==> src/rtl/game_tick_scheduler.sv <==
// Frame-locked game tick generator with run/pause/over FSM and PicoBlaze interrupt; tick 1 clk after vsync fall.
// No backpressure: interrupt is held until acked, ticks landing on a pending interrupt are counted as overruns.
module game_tick_scheduler #(
   parameter int SPEED_W = 4,
   parameter int TIME_W  = 16,
   parameter int MISS_W  = 8
) (
   input  logic               clk,
   input  logic               rst,
   input  logic               vert_sync,
   input  logic               start,
   input  logic               pause,
   input  logic               collision,
   input  logic [SPEED_W-1:0] speed,
   input  logic               interrupt_ack,
   output logic               game_tick,
   output logic               interrupt,
   output logic [1:0]         game_state,
   output logic [TIME_W-1:0]  game_time,
   output logic [MISS_W-1:0]  missed_ticks,
   output logic               overrun
);

   typedef enum logic [1:0] {
      ST_IDLE   = 2'b00,
      ST_RUN    = 2'b01,
      ST_PAUSED = 2'b10,
      ST_OVER   = 2'b11
   } state_t;

   localparam int PER_W = SPEED_W + 1;
   localparam logic [PER_W-1:0] PERIOD_MAX = {1'b1, {SPEED_W{1'b0}}};

   state_t              state_q, state_d;
   logic                vs_q, vs_d;
   logic                start_q, start_d;
   logic                pause_q, pause_d;
   logic [SPEED_W-1:0]  frame_div_q, frame_div_d;
   logic [PER_W-1:0]    period_q, period_d;
   logic                game_tick_q, game_tick_d;
   logic                interrupt_q, interrupt_d;
   logic [TIME_W-1:0]   game_time_q, game_time_d;
   logic [MISS_W-1:0]   missed_q, missed_d;
   logic                overrun_q, overrun_d;

   logic                frame_pulse, start_rise, pause_rise, tick, run_entry;
   logic [PER_W-1:0]    period_new;

   always_comb begin
      frame_pulse = vs_q & ~vert_sync;
      start_rise  = start & ~start_q;
      pause_rise  = pause & ~pause_q;
      period_new  = PERIOD_MAX - {1'b0, speed};
      // Tick is judged on the pre-transition state so a same-cycle pause/collision still ticks.
      tick = (state_q == ST_RUN) && frame_pulse &&
             ({1'b0, frame_div_q} == (period_q - PER_W'(1)));

      vs_d        = vert_sync;
      start_d     = start;
      pause_d     = pause;
      state_d     = state_q;
      run_entry   = 1'b0;
      frame_div_d = frame_div_q;
      period_d    = period_q;
      game_time_d = game_time_q;
      missed_d    = missed_q;
      overrun_d   = overrun_q;

      case (state_q)
         ST_IDLE, ST_OVER: begin
            if (start_rise) begin
               state_d   = ST_RUN;
               run_entry = 1'b1;
            end
         end
         ST_RUN: begin
            if (collision)       state_d = ST_OVER;
            else if (pause_rise) state_d = ST_PAUSED;
         end
         ST_PAUSED: begin
            if (collision)       state_d = ST_OVER;
            else if (pause_rise) state_d = ST_RUN;
         end
         default: state_d = ST_IDLE;
      endcase

      if (run_entry) begin
         frame_div_d = '0;
         game_time_d = '0;
         missed_d    = '0;
         overrun_d   = 1'b0;
         period_d    = period_new;
      end else if (tick) begin
         frame_div_d = '0;
         game_time_d = game_time_q + TIME_W'(1);
         period_d    = period_new;
      end else if (state_q == ST_RUN && frame_pulse) begin
         frame_div_d = frame_div_q + SPEED_W'(1);
      end

      // A tick coinciding with the ack replaces the old request rather than overrunning it.
      if (tick && interrupt_q && !interrupt_ack) begin
         overrun_d = 1'b1;
         if (missed_q != {MISS_W{1'b1}}) missed_d = missed_q + MISS_W'(1);
      end

      game_tick_d = tick;
      interrupt_d = tick | (interrupt_q & ~interrupt_ack);
   end

   always_ff @(posedge clk) begin
      if (rst) begin
         state_q     <= ST_IDLE;
         vs_q        <= 1'b1;
         start_q     <= 1'b0;
         pause_q     <= 1'b0;
         frame_div_q <= '0;
         period_q    <= '0;
         game_tick_q <= 1'b0;
         interrupt_q <= 1'b0;
         game_time_q <= '0;
         missed_q    <= '0;
         overrun_q   <= 1'b0;
      end else begin
         state_q     <= state_d;
         vs_q        <= vs_d;
         start_q     <= start_d;
         pause_q     <= pause_d;
         frame_div_q <= frame_div_d;
         period_q    <= period_d;
         game_tick_q <= game_tick_d;
         interrupt_q <= interrupt_d;
         game_time_q <= game_time_d;
         missed_q    <= missed_d;
         overrun_q   <= overrun_d;
      end
   end

   assign game_tick    = game_tick_q;
   assign interrupt    = interrupt_q;
   assign game_state   = state_q;
   assign game_time    = game_time_q;
   assign missed_ticks = missed_q;
   assign overrun      = overrun_q;

endmodule

==> config.mk <==
export PLATFORM = sky130hd
export DESIGN_NAME = game_tick_scheduler
export DESIGN_NICKNAME = d
export VERILOG_FILES = /design/src/rtl/game_tick_scheduler.sv
export SDC_FILE = /design/constraint.sdc
export NUM_CORES = 1
export LEC_CHECK = 0
export CAP_MARGIN = 20
export CORE_MARGIN = 2
export CORE_UTILIZATION = 51
export DETAILED_ROUTE_END_ITERATION = 12
export GPL_ROUTABILITY_DRIVEN = 0
export HOLD_SLACK_MARGIN = 0.1
export PLACE_DENSITY = 0.79
export SETUP_SLACK_MARGIN = 0.4
export SYNTH_ARGS = -nofsm -noshare
export SYNTH_HDL_FRONTEND = slang
export SYNTH_SLANG_ARGS = --single-unit
==> constraint.sdc <==
create_clock -name clk -period 2.6 [get_ports clk]
set_clock_uncertainty 0.1 [all_clocks]
set_input_delay 0.52 -clock clk [delete_from_list [all_inputs] [get_ports clk]]
set_output_delay 0.52 -clock clk [all_outputs]
set_load 0.01 [all_outputs]
# Word level (Yosys, flattened, before mapping)
# Index checks and enable logic that the tools add are counted.
dict set report word_totals {
  in_bits 11
  regBits 41
}
dict set report classes {
  mux 15
  n_bitwise 9
  n_eq_ne 8
  n_reduce_logical 12
  addsub 5
}
# cell n
set op_table {}
lappend op_table {{two-way mux 8 bit} 3}
lappend op_table {{adder 16 x 1 -> 16 bit, second input constant} 1}
lappend op_table {{two-way mux 2 bit} 5}
lappend op_table {{two-way mux 5 bit} 2}
lappend op_table {{adder 8 x 1 -> 8 bit, second input constant} 1}
lappend op_table {{!= test 8 bit, second input constant} 1}
lappend op_table {{!= test 3 bit, second input constant} 2}
lappend op_table {{one-hot mux 2 bit (3 select lines)} 1}
lappend op_table {{== test 4 x 5 -> 1 bit} 1}
lappend op_table {{subtractor 5 x 1 -> 5 bit, second input constant} 1}
lappend op_table {{subtractor 5 x 4 -> 5 bit, first input constant} 1}
lappend op_table {{adder 4 x 1 -> 4 bit, second input constant} 1}
lappend op_table {{bitwise AND 1 bit} 4}
lappend op_table {{== test 2 bit, second input constant} 2}
lappend op_table {{logical AND 1 bit} 4}
lappend op_table {{two-way mux 1 bit} 4}
lappend op_table {{NOT 1 bit} 4}
lappend op_table {{nonzero test 2 bit} 2}
lappend op_table {{OR reduction 2 bit} 2}
lappend op_table {{AND reduction 3 bit} 1}
lappend op_table {{OR reduction 3 bit} 1}
lappend op_table {{== test 2 x 1 -> 1 bit, second input constant} 1}
lappend op_table {{logical NOT 2 bit} 1}
lappend op_table {{!= test 2 bit, second input constant} 1}
lappend op_table {{2 further kinds} 2}

# Longest topological paths before layout
# Gate-level depths: netlist of the first run.
dict set report logic_depth {
  depth_word 7
  mapped_depth 10
}

# Worst setup path after synthesis of the first run
# OpenSTA, ideal clock, no wires.
dict set report synth_path {
  kind {register to register}
  from {register period_q[0]}
  to {register game_time_q[7], in the netlist game_time[7]}
  arrival_time_ps 2240
  stages_incl_launch_ff 9
  setup_slack_ps 189
  synth_period_minus_slack_ps 2411
  setup_time_ps 70
  required_time_ps 2430
  cell_sequence {dfxtp_1 -> inv_1 -> ha_1 -> o21ba_1 -> a221o_1 -> a211o_1 -> buf_2 -> or4_1 -> a21oi_1}
}
dict set report synth_via {
  elab_chain_len 3
}
# item line
set synth_lines {}
lappend synth_lines {{start: declaration} 39} ;# logic [PER_W-1:0] period_q, period_d;
lappend synth_lines {{start signal: assignment} 130} ;# period_q <= period_d;
lappend synth_lines {{subtractor 5 x 1 -> 5 bit} 56} ;# ({1'b0, frame_div_q} == (period_q - PER_W'(1)));
lappend synth_lines {{== test 4 x 5 -> 1 bit} 56}
lappend synth_lines {{logical AND 1 bit} 55} ;# tick = (state_q == ST_RUN) && frame_pulse &&
lappend synth_lines {{end signal: assignment} 133} ;# game_time_q <= game_time_d;
lappend synth_lines {{end: declaration} 42} ;# logic [TIME_W-1:0] game_time_q, game_time_d;
# Every way passes these cells.
# A chain may end at the register's enable or synchronous reset.

# Final worst setup path of the first run
dict set report layout_path {
  from {register period_q[1]}
  to {register missed_q[0], in the netlist missed_ticks[0]}
}
dict set report layout_via {
  elab_chain_len 6
}
# item line
set layout_lines {}
lappend layout_lines {{subtractor 5 x 1 -> 5 bit} 56}
lappend layout_lines {{== test 4 x 5 -> 1 bit} 56}
lappend layout_lines {{logical AND 1 bit} 55}
lappend layout_lines {{logical AND 1 bit (2 in series)} 102} ;# if (tick && interrupt_q && !interrupt_ack) begin
lappend layout_lines {{two-way mux 8 bit} 102}
lappend layout_lines {{end signal: assignment} 134} ;# missed_q <= missed_d;
lappend layout_lines {{end: declaration} 43} ;# logic [MISS_W-1:0] missed_q, missed_d;
# Every way passes these cells.

==> results of run 1 <==
## stage by stage
| stage | utilization | cells | area [um2] | hold slack (ps) | total power (uW) |
|---|---|---|---|---|---|
| finish | 0.740 | 351 | 2920 | 390 | 1600 |
| detailed placement | 0.648 | 335 | 2550 | 368 | 1000 |
| global route | 0.740 | 351 | 2920 | 423 | 1660 |
| floorplan | - | 248 | 2090 | 350 | 902 |
| global placement | 0.648 | 335 | 2550 | 365 | 996 |
| CTS | 0.693 | 349 | 2730 | 399 | 1560 |
## registers in the layout, summed over array words and instances (netlist names)
name and count:
game_state 2, game_tick 1, period_q 5, overrun 1
start_q 1, frame_div_q 4, vs_q 1, interrupt 1
game_time 16, missed_ticks 8, pause_q 1
## per-layer routing
layer  global-route usage  wire length, um  part of all wire  up-vias
met5                    0                0                 0        -
met4               0.0740               87             0.017        0
met3               0.0483              241             0.046        9
met2                0.344             2570              0.49       58
met1                0.268             2320              0.44      959
li1                     -                -                 -     1000
## cells by family (layout without fill, tap and decap cells)
logic type / Yosys count / count (layout) / share of synthesized area
AOI/OAI and AO/OA: 66 / 66 / 0.202
xor gates and xnor gates: 13 / 13 / 0.0551
adders and majority gates: 7 / 7 / 0.0424
buffers and inverters: 28 / 81 / 0.0551
DFF: 41 / 41 / 0.397
muxes: 3 / 3 / 0.0145
and+or+nand+nor: 90 / 90 / 0.233
## how the worst max path moves through the flow
stage	cells past startpoint	slack (ps)	end	start
after floorplan	8	410	game_time[11]	period_q[0]
after global placement	7	40	game_time[5]	vert_sync
after detailed placement	7	10	game_time[5]	vert_sync
after CTS	8	280	game_time[5]	period_q[1]
after global routing	8	130	missed_ticks[0]	period_q[0]
final	8	190	missed_ticks[0]	period_q[1]
## synthesized netlist by cell type
cell,number,area share
sky130_fd_sc_hd__clkbuf_1,10,0.018
sky130_fd_sc_hd__o21ai_0,14,0.034
sky130_fd_sc_hd__inv_1,16,0.029
sky130_fd_sc_hd__a211o_1,1,0.0042
sky130_fd_sc_hd__and4_1,2,0.0085
sky130_fd_sc_hd__a31o_2,1,0.0042
sky130_fd_sc_hd__o31ai_1,8,0.029
sky130_fd_sc_hd__or4_1,8,0.029
sky130_fd_sc_hd__buf_2,1,0.0024
sky130_fd_sc_hd__xor2_1,4,0.017
sky130_fd_sc_hd__nand3_1,16,0.039
sky130_fd_sc_hd__nand2b_1,4,0.012
sky130_fd_sc_hd__a21o_1,1,0.0036
sky130_fd_sc_hd__o41ai_1,1,0.0042
sky130_fd_sc_hd__a21oi_1,24,0.058
sky130_fd_sc_hd__or2_2,4,0.012
sky130_fd_sc_hd__dfxtp_1,41,0.40
sky130_fd_sc_hd__o21ba_1,1,0.0048
sky130_fd_sc_hd__a2111o_1,2,0.011
sky130_fd_sc_hd__nor2_1,17,0.031
sky130_fd_sc_hd__nand2_1,17,0.031
sky130_fd_sc_hd__a221o_1,1,0.0048
sky130_fd_sc_hd__mux2i_1,3,0.015
sky130_fd_sc_hd__o31ai_2,1,0.0061
sky130_fd_sc_hd__a211oi_1,3,0.011
sky130_fd_sc_hd__a31oi_1,1,0.0030
sky130_fd_sc_hd__and3_1,1,0.0030
sky130_fd_sc_hd__nand4_1,4,0.012
sky130_fd_sc_hd__o21ai_1,1,0.0024
sky130_fd_sc_hd__xnor2_1,9,0.038
sky130_fd_sc_hd__nor2b_1,3,0.0091
sky130_fd_sc_hd__or4b_1,2,0.0097
sky130_fd_sc_hd__nor3b_1,1,0.0036
sky130_fd_sc_hd__nor3_1,3,0.0073
sky130_fd_sc_hd__o22ai_1,2,0.0061
sky130_fd_sc_hd__o311ai_0,2,0.0085
sky130_fd_sc_hd__buf_6,1,0.0055
sky130_fd_sc_hd__o211ai_1,2,0.0073
sky130_fd_sc_hd__and3b_1,1,0.0042
sky130_fd_sc_hd__or3_1,5,0.015
sky130_fd_sc_hd__and2_1,1,0.0030
sky130_fd_sc_hd__nand3b_1,1,0.0036
sky130_fd_sc_hd__ha_1,7,0.042
## worst reg2reg max path, delay by kind of cell, from the launching register on
kind,cells,cell delay [ps]
compound gates,3,920
fa+ha+maj,1,160
buf+inv,2,190
flops,1,350
mux,1,150
simple gates,1,470
## cells in the final DEF (no fill, tap or decap), types with 5 or more instances in the layout
cell,Yosys,routed
sky130_fd_sc_hd__a21oi_2,0,8
sky130_fd_sc_hd__o31ai_1,8,7
sky130_fd_sc_hd__clkdlybuf4s50_1,0,39
sky130_fd_sc_hd__inv_1,16,14
sky130_fd_sc_hd__xnor2_1,9,9
sky130_fd_sc_hd__a21oi_1,24,16
sky130_fd_sc_hd__nand3_1,16,12
sky130_fd_sc_hd__o21ai_0,14,9
sky130_fd_sc_hd__buf_4,0,12
sky130_fd_sc_hd__dfxtp_1,41,39
sky130_fd_sc_hd__nor2_1,17,17
sky130_fd_sc_hd__clkbuf_8,0,6
sky130_fd_sc_hd__or4_4,0,5
sky130_fd_sc_hd__nand2_1,17,17
sky130_fd_sc_hd__ha_1,7,6
## power by group through the flow
stage	clock network [uW]	registers, uW	logic [uW]
floorplan	0	695	207
global placement	0	695	302
detailed placement	0	695	309
CTS	555	679	330
global route	580	686	395
finish	557	682	361
## final cells by class
type / instances / area, um2
multi-input combinational: 179 / 1280
fill: 280 / 1030
sequential: 41 / 823
timing repair buffer: 57 / 571
clock buffer: 6 / 82.6
tap: 50 / 62.6
inverter: 16 / 60.1
clock inverter: 2 / 37.5
## timing repair
item                       in CTS  in global routing
setup buffers                   5                  1
gates cloned                    1                  1
resized for setup               6                 39
setup endpoints to repair      16                 25
pin swaps                       2                 17
==> run summary, run 1 <==
RUN STATUS
--------------------------------------------------------------------------------
Run status                                                          finished clean

ROUTE
--------------------------------------------------------------------------------
Detailed router's first-iteration violation count                            119
Count of TritonRoute iterations in the first routing pass                      4
Total wirelength of the detailed-routed design                           5220 um
Routed wire length per instance                                          14.9 um
Remaining antenna violation count after routing                                0
Per-cell via count in the routed design                                     5.77
Total number of vias                                                        2026
Residual DRC count                                                             0

STA
--------------------------------------------------------------------------------
Slew Limit Fails                                                               0
Final worst-path setup slack                                              193 ps
Max Clk Rate                                                             415 MHz
Number of hold-slack violations in the final timing report                     0
Crit share post-route                                                      0.926
Period minus WS final                                                    2410 ps
Final setup violation count                                                    0
Setup repair after global routing missed its margin                         true
Tightest slew margin relative to the limit                                 0.559
Final-layout setup total negative slack                                     0 ps
Slew at the pin closest to its max-slew limit                             656 ps

SETUP PATH
--------------------------------------------------------------------------------
Origin of the critical flop-to-flop path                             period_q[1]
Endpoint kind of the worst setup timing path                            register
Category of the worst setup path launch point                           register
Reg2Reg Depth                                                                  8
FF-to-FF setup slack                                                      190 ps
Required arrival time at the worst endpoint                              2730 ps
Arrival time of the worst setup path                                     2540 ps
Cell type group with the largest total delay on the critical path   compound AO/OA/AOI/OAI gates
Setup Crit Path Kind                                                register to register
CP max stage cell                                                   sky130_fd_sc_hd__or4_4
CP cell instances                                                   inv_2 -> ha_4 -> o21ba_1 -> a221o_1 -> a211o_4 -> buf_6 -> or4_4 -> mux2i_1
Reg-to-reg critical path endpoint                                   missed_ticks[0]
Slowest Stage Delay on Critical Path                                      470 ps
Biggest fanout along the worst timing path                                     5
Buffers plus inverters on the worst setup path                                 2

CLOCK NETWORK
--------------------------------------------------------------------------------
Clock transition at the registers of the reported paths                    90 ps
CTS sink count                                                                41
Level count of the clock H-tree                                                2
CTS tree                                                                    done
Bufs on Longest Clock Path                                                     2
Number of clock buffers inserted by TritonCTS                                  5
Clock root buffer                                                   sky130_fd_sc_hd__clkbuf_8
Post-CTS Hold Buffers                                                          0
Clock latency reported for the late side of the worst-skew pair           300 ps

PWR
--------------------------------------------------------------------------------
Peak supply drop                                                          461 uV
Pwr/cell area                                                         548 mW/mm2
Sequential fraction of design power                                        0.426
Cell Int Power                                                           1130 uW
Clock network fraction of design power                                     0.348
Switching power total                                                     468 uW
LEAKAGE                                                              0.000965 uW
Part of the power in combinational logic                                   0.226
Proportion of total power due to net switching                             0.293

LOGIC SYNTHESIS
--------------------------------------------------------------------------------
Synthesized area divided by synthesized cell count                      8.33 um2
Sequential fraction of the synthesis area                                  0.397
Number of synthesized register bits                                           41
Synthesized area                                                     0.00207 mm2
Total of warnings raised by yosys                                              0
Syn nets                                                                     266
Number of cells produced by synthesis                                        248
Number of distinct library cells after synthesis                              43

GLOBAL ROUTING
--------------------------------------------------------------------------------
Maximum number of pins on one net before global-route repair                  25
Final global-route overflow total                                              0
Via count of the first global-routing pass                                  1671
Wire length of the first global-routing pass                             7300 um
Total Routing Usage GR                                                     0.210
Number of antenna violations at the first check in global routing              0

FLOORPLANNING
--------------------------------------------------------------------------------
Die area                                                             0.00458 mm2
Die height                                                               67.6 um
Core ar.                                                             0.00394 mm2
Initial core utilization                                                   0.524
Number of top-level pins                                                      40
Placement Rows                                                                23
Chip width                                                               67.6 um

HOLD PATH
--------------------------------------------------------------------------------
Min-Delay Startpoint                                                game_time[15]
Number of instances on the worst hold path                                     2
Hold Path End                                                       game_time[15]
Kind of path behind the tightest hold check                         register to register

PLACE
--------------------------------------------------------------------------------
Pre-CTS setup slack                                                      10.7 ps
DPL Wire Length                                                          3030 um
Buffers added on ports                                                        39

CELLS AND AREA
--------------------------------------------------------------------------------
Layout cell share with drive strength beyond 1                             0.209
Diodes inserted                                                                0
Post-layout nets                                                             318
Area growth from synthesis to layout                                       41.2%

JOB
--------------------------------------------------------------------------------
Max cap viols                                                                  0

(Power assumes the default switching activity.)
==> inputs of run 2 (changes only) <==
--- a/config.mk
+++ b/config.mk
@@ -6,12 +6,11 @@
 export NUM_CORES = 1
 export LEC_CHECK = 0
 export CAP_MARGIN = 20
-export CORE_MARGIN = 2
 export CORE_UTILIZATION = 51
 export DETAILED_ROUTE_END_ITERATION = 12
 export GPL_ROUTABILITY_DRIVEN = 0
 export HOLD_SLACK_MARGIN = 0.1
-export PLACE_DENSITY = 0.79
+export PLACE_DENSITY = 0.82
 export SETUP_SLACK_MARGIN = 0.4
 export SYNTH_ARGS = -nofsm -noshare
 export SYNTH_HDL_FRONTEND = slang
==> run summary, run 2 (synthesis gave the netlist of run 1 again) <==
PLACE
----------------------------------------------------------------------------------
Buffers added on ports                                                          39   unchanged
Post-Place Cell Area                                                   0.00256 mm2   was 0.00255 mm2
Post-placement cell count                                                      332   was 335
Pre-CTS setup slack                                                        16.4 ps   was 10.7 ps
DPL Wire Length                                                            3030 um   about the same

FLOORPLANNING
----------------------------------------------------------------------------------
Placement Rows                                                                  22   was 23
Die height                                                                 65.6 um   was 67.6 um
Die area                                                               0.00431 mm2   was 0.00458 mm2
Chip width                                                                 65.6 um   was 67.6 um
Core ar.                                                               0.00377 mm2   was 0.00394 mm2
Number of top-level pins                                                        40   unchanged
Initial core utilization                                                     0.548   was 0.524

ROUTE
----------------------------------------------------------------------------------
Per-cell via count in the routed design                                       5.85   was 5.77
Routed wire length per instance                                            16.0 um   was 14.9 um
Residual DRC count                                                               0   unchanged
Count of TritonRoute iterations in the first routing pass                        4   unchanged
Total wirelength of the detailed-routed design                             5600 um   was 5220 um
Detailed router's first-iteration violation count                              131   was 119
Total number of vias                                                          2048   was 2026
Remaining antenna violation count after routing                                  0   unchanged

CLOCK NETWORK
----------------------------------------------------------------------------------
CTS tree                                                                      done   unchanged
Number of clock buffers inserted by TritonCTS                                    5   unchanged
Bufs on Longest Clock Path                                                       2   unchanged
Clock transition at the registers of the reported paths                      70 ps   was 90 ps
Clock root buffer                                                     sky130_fd_sc_hd__clkbuf_8   unchanged
Level count of the clock H-tree                                                  2   unchanged
Clock latency reported for the late side of the worst-skew pair             310 ps   was 300 ps
CTS sink count                                                                  41   unchanged

SETUP PATH
----------------------------------------------------------------------------------
CP cell instances                                                     inv_2 -> ha_4 -> o21ba_1 -> a221o_1 -> a211o_1 -> buf_12 -> or4b_4 -> a21oi_2   was inv_2 -> ha_4 -> o21ba_1 -> a221o_1 -> a211o_4 -> buf_6 -> or4_4 -> mux2i_1
Required arrival time at the worst endpoint                                2730 ps   about the same
Slowest Stage Delay on Critical Path                                        530 ps   was 470 ps
Setup Crit Path Kind                                                  register to register   unchanged
Arrival time of the worst setup path                                       2540 ps   about the same
CP max stage cell                                                     sky130_fd_sc_hd__or4b_4   was sky130_fd_sc_hd__or4_4
Category of the worst setup path launch point                             register   unchanged
Biggest fanout along the worst timing path                                      20   was 5
Endpoint kind of the worst setup timing path                              register   unchanged

CELLS AND AREA
----------------------------------------------------------------------------------
Post-layout utilization of the core                                          0.781   was 0.740
Cell Count, Final, Fillers Out                                                 350   was 351
Layout cell share with drive strength beyond 1                               0.189   was 0.209
Diodes inserted                                                                  0   unchanged
Final Cell Area                                                        0.00295 mm2   was 0.00292 mm2
Number of filler cells placed in the layout                                    244   was 280
Post-layout nets                                                               320   was 318
Area growth from synthesis to layout                                         42.6%   was 41.2%
Flip-flop count of the largest register, all copies and words added             16   unchanged
Top library cells by usage in the layout, fill and taps aside         sky130_fd_sc_hd__dfxtp_1, sky130_fd_sc_hd__clkdlybuf4s50_1, sky130_fd_sc_hd__a21oi_1   was sky130_fd_sc_hd__dfxtp_1, sky130_fd_sc_hd__clkdlybuf4s50_1, sky130_fd_sc_hd__nand2_1, sky130_fd_sc_hd__nor2_1, sky130_fd_sc_hd__a21oi_1

STA
----------------------------------------------------------------------------------
Slew Limit Fails                                                                 0   unchanged
Final-layout setup total negative slack                                       0 ps   unchanged
Period minus WS final                                                      2410 ps   about the same
Slew at the pin closest to its max-slew limit                               635 ps   was 656 ps
Setup repair after global routing missed its margin                           true   unchanged
Tightest slew margin relative to the limit                                   0.575   was 0.559
Number of hold-slack violations in the final timing report                       0   unchanged
Final setup violation count                                                      0   unchanged
Crit share post-route                                                        0.928   was 0.926
Max Clk Rate                                                               414 MHz   was 415 MHz
Final worst-path setup slack                                                187 ps   was 193 ps

PWR
----------------------------------------------------------------------------------
Peak supply drop                                                            430 uV   was 461 uV
Cell Int Power                                                             1040 uW   was 1130 uW
Proportion of total power due to net switching                               0.301   was 0.293
Pwr/cell area                                                           505 mW/mm2   was 548 mW/mm2
LEAKAGE                                                                0.000975 uW   was 0.000965 uW
Sequential fraction of design power                                          0.457   was 0.426
Switching power total                                                       448 uW   was 468 uW
Part of the power in combinational logic                                     0.248   was 0.226
Clock network fraction of design power                                       0.295   was 0.348

GLOBAL ROUTING
----------------------------------------------------------------------------------
Via count of the first global-routing pass                                    1778   was 1671
Final global-route overflow total                                                0   unchanged
Number of antenna violations at the first check in global routing                0   unchanged
Maximum number of pins on one net before global-route repair                    21   was 25
Total Routing Usage GR                                                       0.236   was 0.210
Wire length of the first global-routing pass                               7940 um   was 7300 um

JOB
----------------------------------------------------------------------------------
Max cap viols                                                                    0   unchanged

HOLD PATH
----------------------------------------------------------------------------------
Kind of path behind the tightest hold check                           register to register   unchanged

RUN STATUS
----------------------------------------------------------------------------------
Run status                                                            finished clean   unchanged

## run 2: changes by cell type in the layout (fill, tap and decap cells not counted), moves of 3 or more
| cell | delta |
|---|---|
| sky130_fd_sc_hd__o31ai_1 | -6 |
| sky130_fd_sc_hd__a21oi_1 | +4 |
| sky130_fd_sc_hd__a21oi_2 | -4 |
| sky130_fd_sc_hd__o31ai_4 | +4 |
| sky130_fd_sc_hd__or4_1 | +4 |
| sky130_fd_sc_hd__or4_4 | -4 |
| sky130_fd_sc_hd__nand3_1 | +3 |
| sky130_fd_sc_hd__nand3_2 | -3 |
## run 2: final timing paths
path,cells after the start,endpoint,start,slack [ps]
worst max-delay path,8,missed_ticks[1],period_q[1],190
worst min-delay path,2,game_time[1],game_time[1],410
worst max register to register,8,missed_ticks[1],period_q[1],190
worst min register to register,2,game_time[1],game_time[1],410
## run 2: timing repair
item / 4_1_cts / 5_1_grt
gates cloned: 1 / 3
pin swaps: 3 / 8
hold buffers: 0 / 0
gates resized for setup: 8 / 28
setup endpoints to repair: 17 / 30
buffers inserted: 4 / 3
## run 2: per-stage QoR
| stage | hold slack, ps | power, uW |
|---|---|---|
| floorplan | 350 | 902 |
| global placement | 365 | 998 |
| detailed placement | 368 | 1010 |
| CTS | 387 | 1450 |
| global route | 429 | 1560 |
| finish | 410 | 1490 |
## run 2: routing by layer
layer	track usage	vias to the layer above	routed length (um)
met3	0.0469	12	287
met5	0	-	0
li1	-	1001	-
met2	0.380	66	2810
met4	0.106	0	100
met1	0.302	969	2400
## run 2: area by class of cell
cell class | instances | area (um2) | area share
Clock buffer | 6 | 82.6 | 0.0280
Clock inverter | 1 | 7.51 | 0.00255
Inverter | 16 | 60.1 | 0.0204
Multi-Input combinational cell | 179 | 1290 | 0.438
Sequential cell | 41 | 823 | 0.279
Tap cell | 48 | 60.1 | 0.0204
Timing Repair Buffer | 59 | 623 | 0.211
## run 2: critical path: cells and delay by family, from the launching register on
family                     cells  cell delay (ps)
DFF                            1              340
and+or+nand+nor                1              530
adders and majority gates      1              160
buffers and inverters          2              210
AOI/OAI and AO/OA              4              990
## run 2: power groups by stage
stage	logic, uW	clock network, uW	registers (uW)
CTS	329	442	679
detailed placement	310	0	696
global placement	302	0	696
global route	406	471	685
floorplan	207	0	695
finish	370	438	680
==> inputs of run 3 (changes only) <==
--- a/config.mk
+++ b/config.mk
@@ -9,7 +9,7 @@
 export CORE_UTILIZATION = 51
 export DETAILED_ROUTE_END_ITERATION = 12
 export GPL_ROUTABILITY_DRIVEN = 0
-export HOLD_SLACK_MARGIN = 0.1
+export HOLD_SLACK_MARGIN = 0.05
 export PLACE_DENSITY = 0.82
 export SETUP_SLACK_MARGIN = 0.4
 export SYNTH_ARGS = -nofsm -noshare
==> results of run 3 <==
Same layout as run 2: the final DEF is identical, and so are final timing and power.
